<file path="src/rtl/program_fetch.sv">
// -----------------------------------------------------------------------------
// program_fetch
//
// Instruction-fetch stage of the bit-serial processor. It holds a small
// program store, the program counter and the instruction register. It gives
// the decoder the current 3-bit opcode and a synchronised start level.
//
// There are two modes:
//   PROG : The store can be written. The decoder sees a NOP (3'b000) and
//          o_start = 0, so it parks.
//   RUN  : The PC advances on each i_pcincr request from the decoder. The
//          next opcode is registered on the same edge, so there is no bubble.
//
// Ports
//   i_clk        system clock, all state on the rising edge
//   i_rst_n      asynchronous active-low reset
//   i_prog_en    level: 1 = PROG, 0 = RUN
//   i_prog_we    store write strobe (honoured in PROG only)
//   i_prog_addr  store write address
//   i_prog_data  opcode to write
//   i_start      raw asynchronous start button
//   i_pcincr     PC-increment request from the decoder
//   o_instr      current opcode (registered)
//   o_start      synchronised start, gated by RUN
//   o_pc         current program counter
//   o_run        1 while in RUN
// -----------------------------------------------------------------------------
module program_fetch #(
  parameter  int DEPTH  = 16,
  localparam int ADDR_W = (DEPTH > 1) ? $clog2(DEPTH) : 1
) (
  input  logic              i_clk,
  input  logic              i_rst_n,
  input  logic              i_prog_en,
  input  logic              i_prog_we,
  input  logic [ADDR_W-1:0] i_prog_addr,
  input  logic [2:0]        i_prog_data,
  input  logic              i_start,
  input  logic              i_pcincr,
  output logic [2:0]        o_instr,
  output logic              o_start,
  output logic [ADDR_W-1:0] o_pc,
  output logic              o_run
);

  typedef enum logic {
    S_PROG = 1'b0,
    S_RUN  = 1'b1
  } state_t;

  localparam logic [ADDR_W-1:0] LAST_ADDR = ADDR_W'(DEPTH - 1);
  localparam logic [2:0]        NOP       = 3'b000;

  state_t            state_q, state_d;
  logic [ADDR_W-1:0] pc_q, pc_d;
  logic [2:0]        instr_q, instr_d;
  logic [2:0]        mem_q [DEPTH];
  logic [1:0]        sync_q;

  logic              addr_ok;
  logic              wr_en;
  logic              load;
  logic [2:0]        rd_data;

  // When DEPTH is a power of two, every address fits in the store, so no
  // range check is needed.
  if (DEPTH == (1 << ADDR_W)) begin : g_addr_full
    assign addr_ok = 1'b1;
  end else begin : g_addr_part
    assign addr_ok = ({1'b0, i_prog_addr} < (ADDR_W + 1)'(DEPTH));
  end

  assign wr_en = (state_q == S_PROG) && i_prog_we && addr_ok;

  // ---------------------------------------------------------------------------
  // Next-state, next-PC and instruction-register logic
  // ---------------------------------------------------------------------------
  always_comb begin
    // NOTE: every output of this block is given a default first, so no path
    // leaves it unassigned and no latch is inferred.
    state_d = state_q;
    pc_d    = pc_q;
    load    = 1'b0;

    unique case (state_q)
      S_PROG: begin
        if (!i_prog_en) begin
          state_d = S_RUN;
          pc_d    = '0;
          load    = 1'b1;
        end
      end
      S_RUN: begin
        // A mode change wins over a same-cycle increment, which is dropped.
        if (i_prog_en) begin
          state_d = S_PROG;
        end else if (i_pcincr) begin
          pc_d = (pc_q == LAST_ADDR) ? '0 : pc_q + ADDR_W'(1);
          load = 1'b1;
        end
      end
      default: begin
        state_d = S_PROG;
      end
    endcase
  end

  // The store write and the fetch of mem[0] can land on the same edge, when
  // PROG->RUN happens while address 0 is being written. In that case the
  // incoming data is forwarded so the first opcode is the new one.
  always_comb begin
    rd_data = mem_q[pc_d];
    if (wr_en && (i_prog_addr == pc_d)) begin
      rd_data = i_prog_data;
    end
  end

  always_comb begin
    instr_d = instr_q;
    if (load) begin
      instr_d = rd_data;
    end else if (state_d == S_PROG) begin
      instr_d = NOP;
    end
  end

  // ---------------------------------------------------------------------------
  // State, PC and instruction register
  // ---------------------------------------------------------------------------
  always_ff @(posedge i_clk or negedge i_rst_n) begin
    // NOTE: sequential state uses non-blocking assignments, so every flop
    // samples values from before the edge, independent of statement order.
    if (!i_rst_n) begin
      state_q <= S_PROG;
      pc_q    <= '0;
      instr_q <= NOP;
    end else begin
      state_q <= state_d;
      pc_q    <= pc_d;
      instr_q <= instr_d;
    end
  end

  // ---------------------------------------------------------------------------
  // Program store
  // ---------------------------------------------------------------------------
  always_ff @(posedge i_clk or negedge i_rst_n) begin
    // NOTE: the store is a flop array that is cleared on reset. This is
    // deliberate, because a freshly reset machine must run a program of NOPs.
    // It also means the store cannot map onto a RAM macro.
    if (!i_rst_n) begin
      for (int i = 0; i < DEPTH; i++) begin
        mem_q[i] <= NOP;
      end
    end else if (wr_en) begin
      mem_q[i_prog_addr] <= i_prog_data;
    end
  end

  // ---------------------------------------------------------------------------
  // Start synchroniser: two flops, always clocked, level only
  // ---------------------------------------------------------------------------
  always_ff @(posedge i_clk or negedge i_rst_n) begin
    if (!i_rst_n) begin
      sync_q <= 2'b00;
    end else begin
      sync_q <= {sync_q[0], i_start};
    end
  end

  // ---------------------------------------------------------------------------
  // Outputs
  // ---------------------------------------------------------------------------
  assign o_instr = instr_q;
  assign o_pc    = pc_q;
  assign o_run   = (state_q == S_RUN);
  assign o_start = sync_q[1] & o_run;

endmodule

</file>
<file path="config.mk">
export PLATFORM = sky130hd
export DESIGN_NAME = program_fetch
export DESIGN_NICKNAME = d
export VERILOG_FILES = /design/src/rtl/program_fetch.sv
export SDC_FILE = /design/constraint.sdc
export NUM_CORES = 1
export LEC_CHECK = 0
export CELL_PAD_IN_SITES_DETAIL_PLACEMENT = 1
export CELL_PAD_IN_SITES_GLOBAL_PLACEMENT = 2
export CORE_AREA = 2 2 98 77
export DETAILED_ROUTE_END_ITERATION = 7
export DIE_AREA = 0 0 100 79
export GPL_TIMING_DRIVEN = 0
export MAX_ROUTING_LAYER = met4
export PLACE_DENSITY_LB_ADDON = 0.1
export SETUP_SLACK_MARGIN = 0.3
export SYNTH_ARGS = -nofsm -noshare
export SYNTH_HDL_FRONTEND = slang
export SYNTH_SLANG_ARGS = --single-unit
</file>
<file path="constraint.sdc">
create_clock -name i_clk -period 5.6 [get_ports i_clk]
set_clock_uncertainty 0.1 [all_clocks]
set_input_delay 0.56 -clock i_clk [delete_from_list [all_inputs] [get_ports i_clk]]
set_output_delay 0.56 -clock i_clk [all_outputs]
set_load 0.1 [all_outputs]
</file>
### Word level (Yosys, flattened, before mapping)

Index checks and enable logic that the tools add are counted.

| word-level totals | value |
|---|---|
| flip-flop bits (word level) | 58 |
| input bits | 13 |
| logic and storage cells | 52 |

| cells by class | value |
|---|---|
| add/subtract/negate cells | 1 |
| $lt $le $gt $ge | 3 |
| eq/ne operators | 3 |
| muxes and demuxes | 18 |
| bitwise logic cells | 4 |
| reduce and logical (&&, ||, !) cells | 3 |

Operators by type and width:

| kind | number |
|---|---|
| bitwise mux 48 bit | 1 |
| two-way mux 3 bit | 6 |
| two-way mux 4 bit | 4 |
| binary-select mux 3 bit (select 4 bit) | 1 |
| demux 3 bit (select 4 bit) | 1 |
| >= comparator 5 bit, second input constant | 2 |
| NOT 4 -> 5 bit | 2 |
| one-hot mux 4 bit (2 select lines) | 1 |
| < comparator 5 x 1 -> 1 bit, second input constant | 1 |
| adder 4 x 1 -> 4 bit, second input constant | 1 |
| equality test 4 bit | 1 |
| equality test 4 bit, second input constant | 1 |
| logical AND 1 bit | 3 |
| two-way mux 1 bit | 3 |
| != test 2 x 1 -> 1 bit, second input constant | 1 |
| one-hot mux 1 bit (2 select lines) | 1 |
| bitwise AND 1 bit | 1 |
| NOT 1 bit | 1 |

### Logic depth before layout (Yosys ltp)

| depth | value |
|---|---|
| depth in word-level cells | 11 |
| gate-level depth with buffers | 9 |
| mapped depth without buffers | 9 |

### Worst setup path after synthesis

OpenSTA, ideal clock, no wires.

| timing path | value |
|---|---|
| kind | register -> register |
| start | register state_q (netlist: o_run) |
| end | register instr_q[1] (netlist: o_instr[1]) |
| library setup time | 126 ps |
| arrival time | 2,841 ps |
| slack | 2,533 ps |
| stages on the path, launching flop included | 8 |
| path buffers | 0 |
| period minus slack after synthesis | 3,067 ps |
| path through | dfrtp_1 -> nand2_1 -> o311a_2 -> inv_2 -> mux4_2 -> nand3_1 -> nand4_1 -> a221o_1 |

| on the way | value |
|---|---|
| word-level cells in the longest chain between the ends | 8 |

RTL lines:

| element | RTL line | RTL |
|---|---|---|
| start: declaration | 54 | `state_t state_q, state_d;` |
| start signal: assignment | 138 | `state_q <= state_d;` |
| NOT 1 bit | - |  |
| one-hot mux 4 bit (2 select lines) * | 85 | `unique case (state_q)` |
| net pc_d[3] | 55 | `logic [ADDR_W-1:0] pc_q, pc_d;` |
| NOT 4 -> 5 bit (not written as such) | 112 | `rd_data = mem_q[pc_d];` |
| binary-select mux 3 bit (select 4 bit) | 112 |  |
| two-way mux 3 bit (not written as such) (2 in series) | 112 |  |
| two-way mux 3 bit * | 113 | `if (wr_en && (i_prog_addr == pc_d)) begin` |
| two-way mux 3 bit * | 120 | `if (load) begin` |
| end signal: assignment | 140 | `instr_q <= instr_d;` |
| end: declaration | 56 | `logic [2:0] instr_q, instr_d;` |

The timed path passes the listed nets; every way through them passes the cells marked *. The select of a mux whose other input is x is not followed.
A chain may end at the register's enable or synchronous reset.

### Worst setup path after layout

| timing path | value |
|---|---|
| start | register pc_q[0] (netlist: o_pc[0]) |
| end | register instr_q[0] (netlist: o_instr[0]) |

| on the way | value |
|---|---|
| word-level cells in the longest chain between the ends | 11 |

RTL lines:

| element | RTL line | RTL |
|---|---|---|
| start: declaration | 55 |  |
| start signal: assignment | 139 | `pc_q <= pc_d;` |
| adder 4 x 1 -> 4 bit / equality test 4 bit (equally long branches) | 98 | `pc_d = (pc_q == LAST_ADDR) ? '0 : pc_q + ADDR_W'(1);` |
| two-way mux 4 bit | 98 |  |
| two-way mux 4 bit | 97 | `end else if (i_pcincr) begin` |
| two-way mux 4 bit | 95 | `if (i_prog_en) begin` |
| one-hot mux 4 bit (2 select lines) * | 85 |  |
| NOT 4 -> 5 bit (not written as such) | 112 |  |
| binary-select mux 3 bit (select 4 bit) | 112 |  |
| two-way mux 3 bit (not written as such) (2 in series) | 112 |  |
| two-way mux 3 bit * | 113 |  |
| two-way mux 3 bit * | 120 |  |

Mark *: on every way between the ends. The rest lies on a longest branch, timed or not. The select of a mux whose other input is x is not followed.

==> results.sh <==
export IMPL_viasPerCell=5.569
export IMPL_dpl_hpwl_um=5208
export IMPL_slew_headroom_pct=35.63
export IMPL_cts_reportedPaths_clkPinSlew_ns=0.06
export IMPL_tightest_slew_ns=0.9626
export IMPL_post_cts_resized=0
export IMPL_fmax_mhz=344.6
export IMPL_area_delta_synth_final_pct=17.16
export IMPL_worstSetupPathType="reg2reg"
export IMPL_endpoint_kind="flip-flop"
export IMPL_pin_count=22
export IMPL_io_buffers=17
export IMPL_cp_max_fo=9
export IMPL_power_leakage_nw=1.466
export IMPL_hold_class="in2async"
export IMPL_hold_viol_final=0
export IMPL_antenna_cells=0
export IMPL_grt_max_degree=34
export IMPL_syn_area_um2=2902
export IMPL_core_um2=7027
export IMPL_crit_path_max_incr_delay_ns=0.66
export IMPL_drt_pass1_iter_count=4
export IMPL_yosys_warnings=0
export IMPL_postRouteAntennaNets=0
export IMPL_tns_ns=0
export IMPL_pwr_density_cell_nw_per_um2=343.3
export IMPL_start_kind="flip-flop"
export IMPL_synth_distinct_cells=42
export IMPL_clk_latency_ns=0.33
export IMPL_via_count=2005
export IMPL_drv_slew=0
export IMPL_rsz0062_at_grt="no"
export IMPL_grt_pass1_vias=2082
export IMPL_track_usage_pct=20.85
export IMPL_fin_nets=283
export IMPL_design_area_um2=3400
export IMPL_cts_sinks=58
export IMPL_total_power_mw=1.167
export IMPL_cts_hold_buf=0
export IMPL_cp_slowest_cell="a22oi_1"
export IMPL_maxCapViolations=0
export IMPL_status="complete, no violations"
export IMPL_synth_edf_count=0
export IMPL_synthArstFlopShare_pct=100.0
export IMPL_crit_chain="ha_1, nand2_1, a21o_1, a22oi_1, nor3_1, a22o_1, nor4_1, a221o_1"
export IMPL_routed_wl_um=7233
export IMPL_routabilityCongestion=0.7673
export IMPL_synthCells=240
export IMPL_tritoncts="yes"
export IMPL_crit_required_ns=5.77
export IMPL_cts_made_buffers=9
export IMPL_yosys_register_bits=58
export IMPL_wl_per_cell_um=20.09
export IMPL_synth_area_per_cell_um2=12.09
export IMPL_min_period_ns=2.902
export IMPL_row_count=27
export IMPL_synth_top_flop_cell="dfrtp_1"
export IMPL_drive_gt1_share_pct=24.54
export IMPL_yosysSeqAreaShare_pct=50.02
export IMPL_vdd_drop_max_v=0.0001906
export IMPL_grt_pass1_wl_um=11630
export IMPL_die_width_um=100
export IMPL_cts_post_setup_buffers_inserted=0
export IMPL_die_area_um2=7900
export IMPL_finalCritPeriodShare_pct=51.82
export IMPL_route_detailed_drc=0
export IMPL_clockBufferDepth=2
export IMPL_initialDrtViolationCount=92
export IMPL_worstPathArrival_ns=3.07
export IMPL_place_area_um2=3196
export IMPL_setup_viol=0
export IMPL_overflow=0
export IMPL_initial_core_util_pct=41.29
export IMPL_htree_levels=3
export IMPL_chipHeight_um=79
export IMPL_root_buffer="clkbuf_8"
export IMPL_syn_nets=254
export IMPL_grt_antenna_before_repair=0
[state kept, by name, summed over array words and instances, names as in the netlist]
name	cells
mem_q	48
o_pc	4
o_instr	3
sync_q	2
o_run	1
[per-stage QoR]
step	utilization (%)	hold WS, ns	setup slack [ns]	instances
5_1_grt	48.38	0.1774	2.520	360
3_5_place_dp	45.48	0.2426	2.618	345
3_3_place_gp	45.26	0.2322	1.969	344
2_1_floorplan	-	0.1644	2.533	240
6_report	48.38	0.1557	2.698	360
4_1_cts	48.38	0.1669	2.720	360
[cells by family after synthesis]
group,after synthesis,share of synthesized area (%)
adders and majority gates,1,0.4312
DFF,58,50.02
and+or+nand+nor,78,14.92
AOI/OAI and AO/OA,27,7.072
buffers and inverters,13,2.156
muxes,60,24.49
xor gates and xnor gates,3,0.9057
[cells in the mapped netlist, types with 5 or more instances]
cell type / instances / area, um^2
mux2_2: 35 / 394.1
nor3_1: 6 / 30.03
a21oi_1: 5 / 25.02
nor2_1: 5 / 18.77
mux2i_1: 8 / 80.08
mux2_1: 13 / 146.4
clkbuf_1: 5 / 18.77
o21ai_0: 9 / 45.04
nand3_1: 23 / 115.1
nor2b_1: 7 / 43.79
dfrtp_1: 58 / 1451
nand2_1: 16 / 60.06
[area by class of cell]
cell class	instances	area, um^2
clock inverter	2	35.03
multi-input combinational	169	1388
buffer	9	47.55
tap	87	108.9
sequential	58	1451
clock buffer	13	168.9
inverter	4	15.01
fill	758	3627
timing repair buffer	18	185.2
[cell usage in the layout (no fill, tap or decap), types with 2 or more instances in the layout]
cell type / netlist / routed
inv_2: 2 / 2
nor2b_1: 7 / 7
a21oi_1: 5 / 5
nor3_1: 6 / 6
and3_1: 2 / 2
mux2_2: 35 / 35
mux2i_1: 8 / 8
clkbuf_1: 5 / 6
a22o_1: 4 / 4
clkdlybuf4s50_1: 0 / 16
xnor2_1: 2 / 2
nor3b_1: 4 / 4
dfrtp_1: 58 / 58
mux2_1: 13 / 13
a221o_1: 3 / 3
buf_2: 2 / 3
nor4_1: 3 / 3
nand2_1: 16 / 16
nand4_1: 4 / 4
mux4_2: 4 / 4
nand3_1: 23 / 23
o21ai_0: 9 / 9
nor2_1: 5 / 5
clkbuf_8: 0 / 12
[critical path, delay by kind of cell, from the launching register on]
| family | cells | cell delay [ns] |
|---|---|---|
| flip-flops | 1 | 0.45 |
| adder cells (fa/ha/maj) | 1 | 0.24 |
| AND/OR/NAND/NOR | 3 | 0.70 |
| AO/OA/AOI/OAI | 4 | 1.35 |
[final timing paths]
path,start,endpoint,slack [ns],depth (start not counted)
max in group asynchronous,i_rst_n,mem_q[24],4.64,2
hold reg to reg,sync_q[0],sync_q[1],0.26,0
setup / recovery,o_pc[0],o_instr[0],2.70,8
min in group i_clk,sync_q[0],sync_q[1],0.26,0
setup reg to reg,o_pc[0],o_instr[0],2.70,8
hold / removal,i_rst_n,mem_q[45],0.16,1
[report_power, final]
| part | switching [mW] | internal, mW |
|---|---|---|
| clock | 0.158 | 0.239 |
| combinational | 0.134 | 0.104 |
| sequential | 0.0386 | 0.493 |
| total | 0.331 | 0.836 |
[layer usage]
metal  wire (um)  share of wire (%)  vias to the layer above  GRT usage [%]
li1            -                  -                      951              -
met1        3695                 51                     1010          29.89
met2        3128                 43                       38          30.14
met3         342                4.7                        6          4.401
met4          65               0.90                        0          5.753
met5           0                  0                        -              -
No activity file was read; power rests on OpenSTA's default activity.
